### src/rtl/counter_pkg.sv
// counter_pkg
// Shared definitions for the counter library: the two-state timer FSM
// encoding, the largest legal BCD digit and a BCD nibble validity check.
package counter_pkg;

    typedef enum logic {
        IDLE = 1'b0,
        RUN  = 1'b1
    } timer_state_t;

    localparam logic [3:0] BCD_MAX = 4'd9;

    function automatic logic is_valid_bcd(input logic [3:0] nibble);
        return (nibble <= BCD_MAX);
    endfunction

endpackage

### src/rtl/bcd_down_digit.sv
// bcd_down_digit
// One BCD digit of a down counter.
// Ports:
//   clk, reset  : clock and synchronous active-high reset (value -> 0)
//   load        : take load_d this cycle (has priority over dec)
//   load_d      : 4-bit BCD value to load
//   dec         : decrement this cycle; 0 wraps to 9
//   value       : current digit
//   is_zero     : value == 0
//   borrow_out  : dec while at zero, i.e. the next digit up must decrement
module bcd_down_digit
    import counter_pkg::*;
(
    input  logic       clk,
    input  logic       reset,
    input  logic       load,
    input  logic [3:0] load_d,
    input  logic       dec,
    output logic [3:0] value,
    output logic       is_zero,
    output logic       borrow_out
);

    logic [3:0] value_reg;

    assign value      = value_reg;
    assign is_zero    = (value_reg == 4'd0);
    assign borrow_out = dec & is_zero;

    always_ff @(posedge clk) begin
        if (reset) begin
            value_reg <= 4'd0;
        end else if (load) begin
            value_reg <= load_d;
        end else if (dec) begin
            value_reg <= is_zero ? BCD_MAX : (value_reg - 4'd1);
        end
    end

endmodule

### src/rtl/bcd_down_timer.sv
// bcd_down_timer
// Multi-digit BCD countdown timer with a valid/ready preset load, start/stop
// control, one decrement per tick, a one-cycle done pulse on expiry and an
// optional auto-reload for periodic operation.
// Parameters:
//   DIGITS      : number of BCD digits (1..8)
//   AUTO_RELOAD : 1 = reload the preset on expiry and keep running
// Ports:
//   clk, reset  : clock and synchronous active-high reset
//   load_valid  : preset offered on load_value (digit 0 in bits [3:0])
//   load_ready  : high exactly while IDLE
//   start, stop : begin / halt counting (stop wins when both are high)
//   tick        : count enable
//   count       : current BCD value
//   running     : high while RUN
//   done        : one-cycle expiry pulse
//   load_err    : one-cycle pulse after a preset with a nibble above 9
module bcd_down_timer
    import counter_pkg::*;
#(
    parameter int DIGITS      = 4,
    parameter int AUTO_RELOAD = 0
) (
    input  logic                clk,
    input  logic                reset,
    input  logic                load_valid,
    output logic                load_ready,
    input  logic [4*DIGITS-1:0] load_value,
    input  logic                start,
    input  logic                stop,
    input  logic                tick,
    output logic [4*DIGITS-1:0] count,
    output logic                running,
    output logic                done,
    output logic                load_err
);

    localparam int   W         = 4 * DIGITS;
    localparam logic RELOAD_EN = (AUTO_RELOAD != 0);

    timer_state_t     state_reg, state_next;
    logic [W-1:0]     reload_reg;
    logic             done_reg, load_err_reg, running_reg, load_ready_reg;

    logic [DIGITS-1:0] nib_ok, is_zero, dec, borrow;
    logic [W-1:0]      count_w;

    logic         load_fire, preset_ok, count_zero, count_one;
    logic         step, expire, go, restart, dec_en, digit_load;
    logic [W-1:0] digit_load_d;

    // Per-digit validation and the digit chain. Digit 0 decrements on an
    // accepted step; every higher digit decrements on the borrow of the
    // digit below, so the whole ripple settles in one cycle.
    generate
        for (genvar gi = 0; gi < DIGITS; gi++) begin : g_digit
            assign nib_ok[gi] = is_valid_bcd(load_value[4*gi +: 4]);

            if (gi == 0) begin : g_lsd
                assign dec[gi] = dec_en;
            end else begin : g_upper
                assign dec[gi] = borrow[gi-1];
            end

            bcd_down_digit u_digit (
                .clk        (clk),
                .reset      (reset),
                .load       (digit_load),
                .load_d     (digit_load_d[4*gi +: 4]),
                .dec        (dec[gi]),
                .value      (count_w[4*gi +: 4]),
                .is_zero    (is_zero[gi]),
                .borrow_out (borrow[gi])
            );
        end
    endgenerate

    always_comb begin
        load_fire    = load_valid && (state_reg == IDLE);
        preset_ok    = &nib_ok;
        count_zero   = &is_zero;
        count_one    = (count_w == W'(1));

        // A tick only counts in RUN when stop is not also asserted.
        step         = (state_reg == RUN) && tick && !stop && !count_zero;
        expire       = step && count_one;

        // A start in the same cycle as a load handshake is ignored so the
        // count source for that cycle is unambiguous.
        go           = (state_reg == IDLE) && start && !stop && !load_fire &&
                       !(count_zero && (reload_reg == '0));
        restart      = go && count_zero;

        digit_load   = (load_fire && preset_ok) || restart || (expire && RELOAD_EN);
        digit_load_d = load_fire ? load_value : reload_reg;

        // On an auto-reload expiry the load replaces the 1 -> 0 decrement,
        // so count never shows 0 and the period is exactly N ticks.
        dec_en       = step && !(expire && RELOAD_EN);

        state_next   = state_reg;
        case (state_reg)
            IDLE: if (go) state_next = RUN;
            RUN: begin
                // A borrow out of the top digit would mean a decrement from
                // zero; dec_en excludes that, this is only a backstop.
                if (stop || (expire && !RELOAD_EN) || borrow[DIGITS-1])
                    state_next = IDLE;
            end
            default: state_next = IDLE;
        endcase
    end

    always_ff @(posedge clk) begin
        if (reset) begin
            state_reg      <= IDLE;
            reload_reg     <= '0;
            done_reg       <= 1'b0;
            load_err_reg   <= 1'b0;
            running_reg    <= 1'b0;
            load_ready_reg <= 1'b1;
        end else begin
            state_reg      <= state_next;
            done_reg       <= expire;
            load_err_reg   <= load_fire && !preset_ok;
            running_reg    <= (state_next == RUN);
            load_ready_reg <= (state_next == IDLE);
            if (load_fire && preset_ok)
                reload_reg <= load_value;
        end
    end

    assign count      = count_w;
    assign running    = running_reg;
    assign done       = done_reg;
    assign load_err   = load_err_reg;
    assign load_ready = load_ready_reg;

endmodule

### config.mk
export PLATFORM = sky130hd
export DESIGN_NAME = bcd_down_timer
export DESIGN_NICKNAME = d
export VERILOG_FILES = /design/src/rtl/counter_pkg.sv /design/src/rtl/bcd_down_digit.sv /design/src/rtl/bcd_down_timer.sv
export SDC_FILE = /design/constraint.sdc
export NUM_CORES = 1
export LEC_CHECK = 0
export ABC_AREA = 1
export ABC_CLOCK_PERIOD_IN_PS = 2750
export CORE_ASPECT_RATIO = 1.4
export CORE_MARGIN = 5
export CORE_UTILIZATION = 50
export DETAILED_ROUTE_END_ITERATION = 8
export PLACE_DENSITY = 0.78
export SYNTH_ARGS = -nofsm -noshare
export SYNTH_HDL_FRONTEND = slang
export SYNTH_HIERARCHICAL = 1
export SYNTH_SLANG_ARGS = --single-unit
### constraint.sdc
create_clock -name clk -period 2.75 [get_ports clk]
set_clock_uncertainty 0.05 [all_clocks]
set_input_delay 0.55 -clock clk [delete_from_list [all_inputs] [get_ports clk]]
set_output_delay 0.55 -clock clk [all_outputs]
set_load 0.02 [all_outputs]
==> flow_metrics.tcl, run 1 <==
set metrics [dict create \
    seqPwrFrac_pct 42.3 \
    initial_core_util_pct 52.11 \
    cp.arrival_ns 2.49 \
    yosysWarningCount 6 \
    async_flop_share_pct 0 \
    hp-class "flop to flop" \
    synth.most_common_cell "nand2_1" \
    rrSetupSlack_ns 0.41 \
    final_util_pct 66.13 \
    drc 0 \
    cts_resized 0 \
    hold_depth 2 \
    tightest_slew_ns 0.3761 \
    clk_latency_ns 0.29 \
    cts_buffer_depth 2 \
    crit_required_ns 2.87 \
    ctsRootBufferMaster "clkbuf_8" \
    cap_violations 0 \
    synth_top_area_share_pct 34.99 \
    post_drt_wl_per_cell_um 12.14 \
    synth-seq-area-share_pct 34.99 \
    dieHeight_um 85.94 \
    cp-start-kind "input port" \
    tns_ns 0 \
    synth_top_area_cell "dfxtp_1" \
    final_net_count 410 \
    drive_gt1_share_pct 9.021 \
    viasPerCell 5.135 \
    fillers 394 \
    numCtsBuffers 5 \
    slew_headroom_pct 74.93 \
    crit_path_max_fanout 3 \
    crit_top_cell "nor2_1" \
    rsz0062_at_grt "no" \
    status "completed" \
    clock-sinks 36 \
    holdWs_ns 0.4122 \
    dieWidth_um 64.24 \
    reg2regPathDepth 17 \
    rows 27 \
    hold_violations 0 \
    fin_crit_sh_pct 86.28 \
    first_global_vias 2012 \
    fmax_ghz 0.4215 \
    synth_area_per_cell_um2 6.057 \
    power.switching_uw 500.5 \
    synthCells 340 \
    ant_nets 0 \
    track_usage_pct 19.54 \
    place.gp.congestion 0.8437 \
    detailed_place_hpwl_um 3886 \
    cts_tree "built" \
    synth_flop_cell "dfxtp_1" \
    synth.net_count 362 \
    synth_cell_types 21 \
    grt_pass1_wl_um 8894 \
    startpoint "stop" \
    antenna_cells 0 \
    cpPeakStageDelay_ns 0.43 \
    drt_iter0_drc 154 \
    path_cells "clkdlybuf4s50_1 > inv_1 > nand3_1 > nor2_1 > inv_1 > nor2_1 > inv_1 > nor2_1 > inv_1 > nor2_1 > inv_1 > o211ai_1 > nand2_1 > nor2_1 > nor2_1" \
    grt_max_degree 37 \
    swShare_pct 35.42 \
    worst_path_max_delay_cell "clkdlybuf4s50_1" \
    synth_edf_count 0 \
    p_leak_nw 1.086 \
    grt.overflow.total 0 \
    timing.rr.end "g_digit[3].u_digit/value[1]$_SDFFE_PP0P_" \
    dieArea_um2 5520 \
    p_int_uw 912.5 \
    postCtsSetupBuffers 0 \
    wl_um 5231 \
    io_pins 42 \
    synth_commonest_cells "115 x nand2_1, 64 x nor2_1, 36 x dfxtp_1" \
    finalSetupViolations 0 \
    worstSetupPathType "input port to flop" \
    critPathCaptureType "flop" \
    first_pass_iters 4 \
    combPwrFrac_pct 32.3 \
    clkPwrFrac_pct 25.4 \
    dr_total_vias 2213 \
    hold_start "reload_reg[0]$_SDFFE_PP0P_" \
    timing.rr.start "g_digit[2].u_digit/value[0]$_SDFFE_PP0P_" \
    area_delta_synth_final_pct 26.91 \
    cts_hold_buffers 0 \
    synth-seq-cells 36 \
    min_period_ns 2.373 \
    coreArea_um2 3953 \
    irDropWorstVdd_v 0.0004632 \
    port_buffers 41 \
    synth.area.top_cells "dfxtp_1 35%, nand2_1 21%, nor2_1 12%" \
    p_per_area_nw_per_um2 540.6 \
    htreeDepth 2 \
    whs_endpoint "reload_reg[0]$_SDFFE_PP0P_" \
    antenna_found_initial 0 \
    syn_area_um2 2059 \
    slew_violations 0 \
    worst_setup_hold_path_clk_slew_ns 0.07 \
]
[layer usage]
layer  share of wire (%)  up-vias  GRT usage [%]
met5                   0        -              0
met4                0.96        0          5.185
met3                 4.6        6          4.325
met2                  51       38          35.14
met1                  44      985          22.89
li1                    -     1184              -
[cell families after synthesis]
group / synth area share [%]
buffers and inverters: 6.501
flip-flops: 34.99
AND/OR/NAND/NOR: 45.14
AO/OA/AOI/OAI: 13.37
[worst max path at each step]
stage               slack, ns                                        to
global route             0.11  g_digit[3].u_digit/value[1]$_SDFFE_PP0P_
CTS                      0.36  g_digit[3].u_digit/value[1]$_SDFFE_PP0P_
global placement         0.12  g_digit[3].u_digit/value[1]$_SDFFE_PP0P_
detailed placement       0.06  g_digit[3].u_digit/value[1]$_SDFFE_PP0P_
finish                   0.38  g_digit[3].u_digit/value[1]$_SDFFE_PP0P_
floorplan                0.54  g_digit[3].u_digit/value[1]$_SDFFE_PP0P_
[critical path, delay by kind of cell]
| kind | cells | cell delay, ns |
|---|---|---|
| AO/OA/AOI/OAI | 1 | 0.16 |
| buffers and inverters | 6 | 0.81 |
| AND/OR/NAND/NOR | 8 | 0.95 |
[per-stage QoR]
stage / std cells / area, um^2 / power, mW / worst slack [ns]
floorplan: 340 / 2059 / 0.9003 / 0.5383
global placement: 424 / 2536 / 1.062 / 0.1178
detailed placement: 424 / 2536 / 1.065 / 0.06427
CTS: 431 / 2614 / 1.424 / 0.3633
global route: 431 / 2614 / 1.514 / 0.1125
finish: 431 / 2614 / 1.413 / 0.3773
[cell usage in the layout, fill, tap and decap left out, types with 4 or more instances in the layout]
cell type	count
inv_2	10
a22oi_1	4
o21ai_1	4
nand2_1	115
o21ai_0	10
clkbuf_8	5
buf_4	8
nor3b_1	4
a21oi_1	29
nor2_2	4
nand2_2	5
o211ai_1	4
inv_1	13
nand3_1	27
dfxtp_1	36
clkdlybuf4s50_1	41
nor2_1	64
[final cells by class]
type,count,area [um^2],share of cell area (%)
Sequential cell,36,720.7,27.57
Multi-Input combinational cell,273,1205,46.10
Inverter,23,86.33,3.303
Clock buffer,6,72.57,2.776
Timing Repair Buffer,49,470.5,18.00
Clock inverter,1,5.005,0.1915
Tap cell,43,53.80,2.058
[power by group through the flow]
stage / sequential, mW / clock (mW) / combinational (mW)
after floorplan: 0.631 / 0 / 0.270
after global routing: 0.604 / 0.400 / 0.510
after global placement: 0.609 / 0 / 0.453
after detailed placement: 0.609 / 0 / 0.456
final: 0.597 / 0.359 / 0.456
after CTS: 0.597 / 0.369 / 0.458
Power figures use the tool's default switching activity.
==> inputs of run 2 (changes only) <==
--- a/config.mk
+++ b/config.mk
@@ -14,5 +14,4 @@
 export PLACE_DENSITY = 0.78
 export SYNTH_ARGS = -nofsm -noshare
 export SYNTH_HDL_FRONTEND = slang
-export SYNTH_HIERARCHICAL = 1
 export SYNTH_SLANG_ARGS = --single-unit
==> run 2 against run 1 <==
Compared with the run above: design area rose by 1.2%; worst hold slack improved by 0.021 ns; via count increased by 0.36%; total power shrank 0.81%; critical path depth decreased by 6; non-clock buffer count shrank 1; routed wire length increased by 0.88%; synthesized cell count fell by 2.1%; sequential cell count stayed put; global-route usage grew 0.93 points; critical path type unchanged; critical endpoint is now g_digit[3].u_digit.value[2]$_SDFFE_PP0P_.
==> flow_metrics.tcl, run 2 <==
set metrics [dict create \
    status "completed" \
    tns_ns 0 \
    place_area_um2 2554 \
    clock-sinks 36 \
    worst_setup_hold_path_clk_slew_ns 0.07 \
    cts_resized 0 \
    ctsRootBufferMaster "clkbuf_8" \
    hp-class "flop to flop" \
    dieHeight_um 86.88 \
    rsz0062_at_grt "no" \
    io_pins 42 \
    grt.overflow.total 0 \
    syn_area_um2 2111 \
    p_leak_nw 1.197 \
    ant_nets 0 \
    area_delta_synth_final_pct 25.37 \
    hold_depth 2 \
    min_period_ns 2.151 \
    synth_top_area_cell "dfxtp_1" \
    cap_violations 0 \
    dieArea_um2 5639 \
    antenna_found_initial 0 \
    crit_path_max_fanout 12 \
    crit_required_ns 2.89 \
    final_cells 421 \
    synthSimpleGateAreaFrac_pct 38.94 \
    worstSetupPathType "input port to flop" \
    placedCellCount 413 \
    finalWorstSetupSlack_ns 0.5989 \
    synth_xor_area_share_pct 0.8299 \
    drt_iter0_drc 129 \
    drive_gt1_share_pct 8.777 \
    post_drt_wl_per_cell_um 12.53 \
    coreArea_um2 4169 \
    grt_max_degree 24 \
    yosysWarningCount 0 \
    cts_buffer_depth 2 \
    critPathCaptureType "flop" \
    synth-seq-cells 36 \
    hold_violations 0 \
    irDropWorstVdd_v 0.0003600 \
    synth_commonest_cells "90 x nand2_1, 60 x nor2_1, 36 x dfxtp_1" \
    drc 0 \
    dieWidth_um 64.91 \
    cts_hold_buffers 0 \
    synth_compound_area_share_pct 13.34 \
    layout.cells.most_common "nand2_1" \
    p_total_mw 1.402 \
    slew_headroom_pct 68.47 \
    htreeDepth 2 \
    port_buffers 41 \
    slew_violations 0 \
    grt_pass1_wl_um 9101 \
    rrSetupSlack_ns 0.96 \
    cp-start-kind "input port" \
    synth_mux_area_share_pct 4.149 \
    numCtsBuffers 5 \
    synth-seq-area-share_pct 34.14 \
    whs_endpoint "reload_reg[1]$_SDFFE_PP0P_" \
    antenna_cells 0 \
    layout_common_cells "90 x nand2_1, 60 x nor2_1, 41 x clkdlybuf4s50_1, 36 x dfxtp_1, 27 x o21ai_0" \
    final_net_count 397 \
    finalSetupViolations 0 \
    async_flop_share_pct 0 \
    synthCells 333 \
    p_per_area_nw_per_um2 529.7 \
    synth.net_count 355 \
    tightest_slew_ns 0.4724 \
    fmax_ghz 0.4649 \
    final_util_pct 63.48 \
    track_usage_pct 20.47 \
    synth_top_area_share_pct 34.14 \
    synth_cell_types 26 \
    final_area_um2 2646 \
    cts_tree "built" \
    timing.rr.start "g_digit[1].u_digit.value[0]$_SDFFE_PP0P_" \
    fin_crit_sh_pct 78.22 \
    postCtsSetupBuffers 0 \
    viasPerCell 5.276 \
    hold_start "reload_reg[1]$_SDFFE_PP0P_" \
    initial_core_util_pct 50.63 \
    first_pass_iters 4 \
    detailed_place_hpwl_um 4000 \
    timing.rr.end "g_digit[1].u_digit.value[2]$_SDFFE_PP0P_" \
    synthAdderAreaFrac_pct 0 \
    clk_latency_ns 0.30 \
    first_global_vias 2118 \
    place.gp.congestion 0.8915 \
    synth_edf_count 0 \
    pre_cts_slack_ns 0.2872 \
    synth.most_common_cell "nand2_1" \
    cp.arrival_ns 2.29 \
    synth_top_family_by_area "simple AND/OR/NAND/NOR gates" \
    synth_area_per_cell_um2 6.339 \
    holdWs_ns 0.4328 \
    wl_um 5277 \
    dr_total_vias 2221 \
    reg2regPathDepth 8 \
    synth_flop_cell "dfxtp_1" \
    rows 28 \
    synth.area.top_cells "dfxtp_1 34%, nand2_1 16%, nor2_1 11%" \
]
-- run 2: cell types whose count changed in the layout (fill, tap and decap cells not counted), sizes merged, moves of 6 or more --
cell	delta
nand2	-29
mux2	+6
a21oi	-11
o21ai	+13
nand4	+8
-- run 2: kinds of logic (layout without fill, tap and decap cells) --
family,count (synthesis),in the layout
flip-flops,36,36
buffers and inverters,41,84
AO/OA/AOI/OAI,52,52
multiplexers,8,8
XOR/XNOR,2,2
AND/OR/NAND/NOR,194,194
-- run 2: how the worst max path moves through the flow --
stage | cells after the start | startpoint | end | slack, ns
2_1_floorplan | 8 | load_value[1] | g_digit[1].u_digit.value[1]$_SDFFE_PP0P_ | 1.08
3_3_place_gp | 8 | load_value[5] | g_digit[2].u_digit.value[0]$_SDFFE_PP0P_ | 0.34
3_5_place_dp | 9 | load_value[5] | g_digit[3].u_digit.value[2]$_SDFFE_PP0P_ | 0.29
4_1_cts | 9 | load_value[5] | g_digit[3].u_digit.value[2]$_SDFFE_PP0P_ | 0.60
5_1_grt | 9 | load_value[2] | g_digit[3].u_digit.value[0]$_SDFFE_PP0P_ | 0.45
6_report | 9 | load_value[5] | g_digit[3].u_digit.value[2]$_SDFFE_PP0P_ | 0.60
-- run 2: area by class of cell --
| type | count | area [um^2] |
|---|---|---|
| Sequential cell | 36 | 720.7 |
| Timing Repair Buffer | 48 | 462.9 |
| Fill cell | 397 | 1523 |
| Tap cell | 45 | 56.30 |
| Inverter | 28 | 105.1 |
| Clock inverter | 2 | 10.01 |
| Multi-Input combinational cell | 256 | 1209 |
| Clock buffer | 6 | 82.58 |
-- run 2: critical path, cell delays in order --
cell,delay [ns]
clkdlybuf4s50_1,0.45
o21a_1,0.21
nor2_1,0.14
nand3b_1,0.29
buf_4,0.29
nand2_1,0.08
nand2_1,0.11
nor2_1,0.13
nor2_1,0.05
-- run 2: per-layer routing --
| layer | GRT usage (%) | share of wire, % | up-vias |
|---|---|---|---|
| li1 | - | - | 1162 |
| met1 | 23.36 | 42 | 988 |
| met2 | 36.22 | 50 | 61 |
| met3 | 4.264 | 5.2 | 10 |
| met4 | 9.231 | 2.2 | 0 |
| met5 | 0 | 0 | - |
-- run 2: where the power goes --
part / total [mW] / switching, mW / internal, mW
combinational: 0.417 / 0.246 / 0.172
clock: 0.401 / 0.201 / 0.200
sequential: 0.584 / 0.0306 / 0.553
total: 1.40 / 0.477 / 0.925
==> inputs of run 3 (changes only) <==
--- a/config.mk
+++ b/config.mk
@@ -6,7 +6,7 @@
 export NUM_CORES = 1
 export LEC_CHECK = 0
 export ABC_AREA = 1
-export ABC_CLOCK_PERIOD_IN_PS = 2750
+export ABC_CLOCK_PERIOD_IN_PS = 2100
 export CORE_ASPECT_RATIO = 1.4
 export CORE_MARGIN = 5
 export CORE_UTILIZATION = 50
==> constraint.sdc (replaced) <==
create_clock -name clk -period 2.1 [get_ports clk]
set_clock_uncertainty 0.05 [all_clocks]
set_input_delay 0.42 -clock clk [delete_from_list [all_inputs] [get_ports clk]]
set_output_delay 0.42 -clock clk [all_outputs]
set_load 0.02 [all_outputs]
==> run 3 against run 2 <==
Compared with the run above: total power increased by 32%; global-route usage increased by 0.21 points; worst setup slack got worse by 0.45 ns; worst hold slack improved by 0.00083 ns; critical path type unchanged; utilization increased by 3.3 points; first-iteration DRC count decreased by 1.6%; clock power increased by 28%; routed wire length increased by 3.5%; combinational power increased by 37%; count of clock-buffer cells in the layout increased by 2; die area unchanged.
==> flow_metrics.tcl, run 3 (synthesis results as in run 2) <==
set metrics [dict create \
    p_total_mw 1.850 \
    layout_common_cells "90 x nand2_1, 60 x nor2_1, 41 x clkdlybuf4s50_1, 36 x dfxtp_1, 27 x o21ai_0" \
    htreeDepth 2 \
    rsz0062_at_grt "yes" \
    finalSetupViolations 0 \
    drc 0 \
    dieHeight_um 86.88 \
    crit_path_max_fanout 9 \
    tns_ns 0 \
    crit_top_cell "nor2_1" \
    antenna_cells 0 \
    drt_iter0_drc 127 \
    path_cells "clkdlybuf4s50_1 > o21a_1 > nor2_1 > nand3b_1 > buf_4 > nand2_1 > nand2_1 > nor2_1 > nor2_1" \
    drive_gt1_share_pct 12.21 \
    port_buffers 41 \
    post_drt_wl_per_cell_um 12.47 \
    layout.cells.most_common "nand2_1" \
    rows 28 \
    dieArea_um2 5639 \
    startpoint "load_value[1]" \
    viasPerCell 5.146 \
    io_pins 42 \
    tightest_slew_ns 0.4932 \
    holdWs_ns 0.4337 \
    irDropWorstVdd_v 0.0004860 \
    final_net_count 414 \
    cts_tree "built" \
    wl_um 5464 \
    ant_nets 0 \
    cp-start-kind "input port" \
    hold_violations 0 \
    fmax_ghz 0.5126 \
    first_pass_iters 5 \
    fin_crit_sh_pct 92.90 \
    finalWorstSetupSlack_ns 0.1490 \
    grt.overflow.total 0 \
    place.gp.congestion 0.8802 \
    dieWidth_um 64.91 \
    initial_core_util_pct 50.63 \
    worstSetupPathType "input port to flop" \
    hold_start "reload_reg[6]$_SDFFE_PP0P_" \
    postCtsSetupBuffers 0 \
    timing.rr.start "g_digit[1].u_digit.value[0]$_SDFFE_PP0P_" \
    slew_headroom_pct 67.08 \
    crit_required_ns 2.24 \
    cpPeakStageDelay_ns 0.42 \
    track_usage_pct 20.68 \
    slew_violations 0 \
    final_util_pct 66.78 \
    cts_buffer_depth 2 \
    status "completed" \
    cap_violations 0 \
    first_global_vias 2105 \
    pre_cts_slack_ns -0.1530 \
    min_period_ns 1.951 \
    area_delta_synth_final_pct 31.89 \
    critPathCaptureType "flop" \
    ctsRootBufferMaster "clkbuf_8" \
    grt_pass1_wl_um 9183 \
    dr_total_vias 2254 \
    detailed_place_hpwl_um 4055 \
    antenna_found_initial 0 \
    p_leak_nw 1.274 \
    coreArea_um2 4169 \
    worst_path_max_delay_cell "clkdlybuf4s50_1" \
    clock-sinks 36 \
    hp-class "flop to flop" \
    grt_max_degree 24 \
    worst_setup_hold_path_clk_slew_ns 0.07 \
    clk_latency_ns 0.29 \
    p_per_area_nw_per_um2 664.4 \
    numCtsBuffers 5 \
    cp.arrival_ns 2.09 \
]
-- run 3: changes by cell type in the layout (fill, tap and decap cells not counted), sizes merged --
cell | previous run | this run
buf | 7 | 24
clkbuf | 6 | 8
clkinv | 2 | 0
-- run 3: path summary, 6_finish.rpt --
kind | end | cells after the start | slack, ns
max reg2reg | g_digit[3].u_digit.value[0]$_SDFFE_PP0P_ | 8 | 0.36
min reg2reg | reload_reg[6]$_SDFFE_PP0P_ | 2 | 0.43
min | reload_reg[6]$_SDFFE_PP0P_ | 2 | 0.43
max | g_digit[3].u_digit.value[0]$_SDFFE_PP0P_ | 9 | 0.15
-- run 3: per-layer routing --
metal  share of wire, %  GRT usage (%)
met2                 50          36.31
met4                1.8          7.308
met1                 43          24.88
met5                  0              0
met3                5.4          4.005
-- run 3: report_power, final --
group	internal (mW)	switching [mW]
clock network	0.268	0.247
logic	0.246	0.325
registers	0.724	0.0396
-- run 3: per-stage QoR --
stage,area (um^2),cells
finish,2784,438
global route,2784,438
CTS,2784,438
detailed placement,2694,430
global placement,2694,430
floorplan,2111,333
-- run 3: worst max-delay path: cells and delay by family --
family | cells | cell delay, ns
AO/OA/AOI/OAI | 1 | 0.21
AND/OR/NAND/NOR | 6 | 0.77
buffers and inverters | 2 | 0.68
-- run 3: final cells by class --
type | count | area (um^2)
Clock buffer | 8 | 90.09
Timing Repair Buffer | 65 | 603.1
Tap cell | 45 | 56.30
Multi-Input combinational cell | 256 | 1209
Fill cell | 390 | 1385
Sequential cell | 36 | 720.7
Inverter | 28 | 105.1
-- run 3: timing repair --
item / 4_1_cts / 5_1_grt
endpoints found under the setup margin: 0 / 2
gates resized for setup: 0 / 0
hold endpoints to repair: 0 / 0
hold buffers: 0 / 0
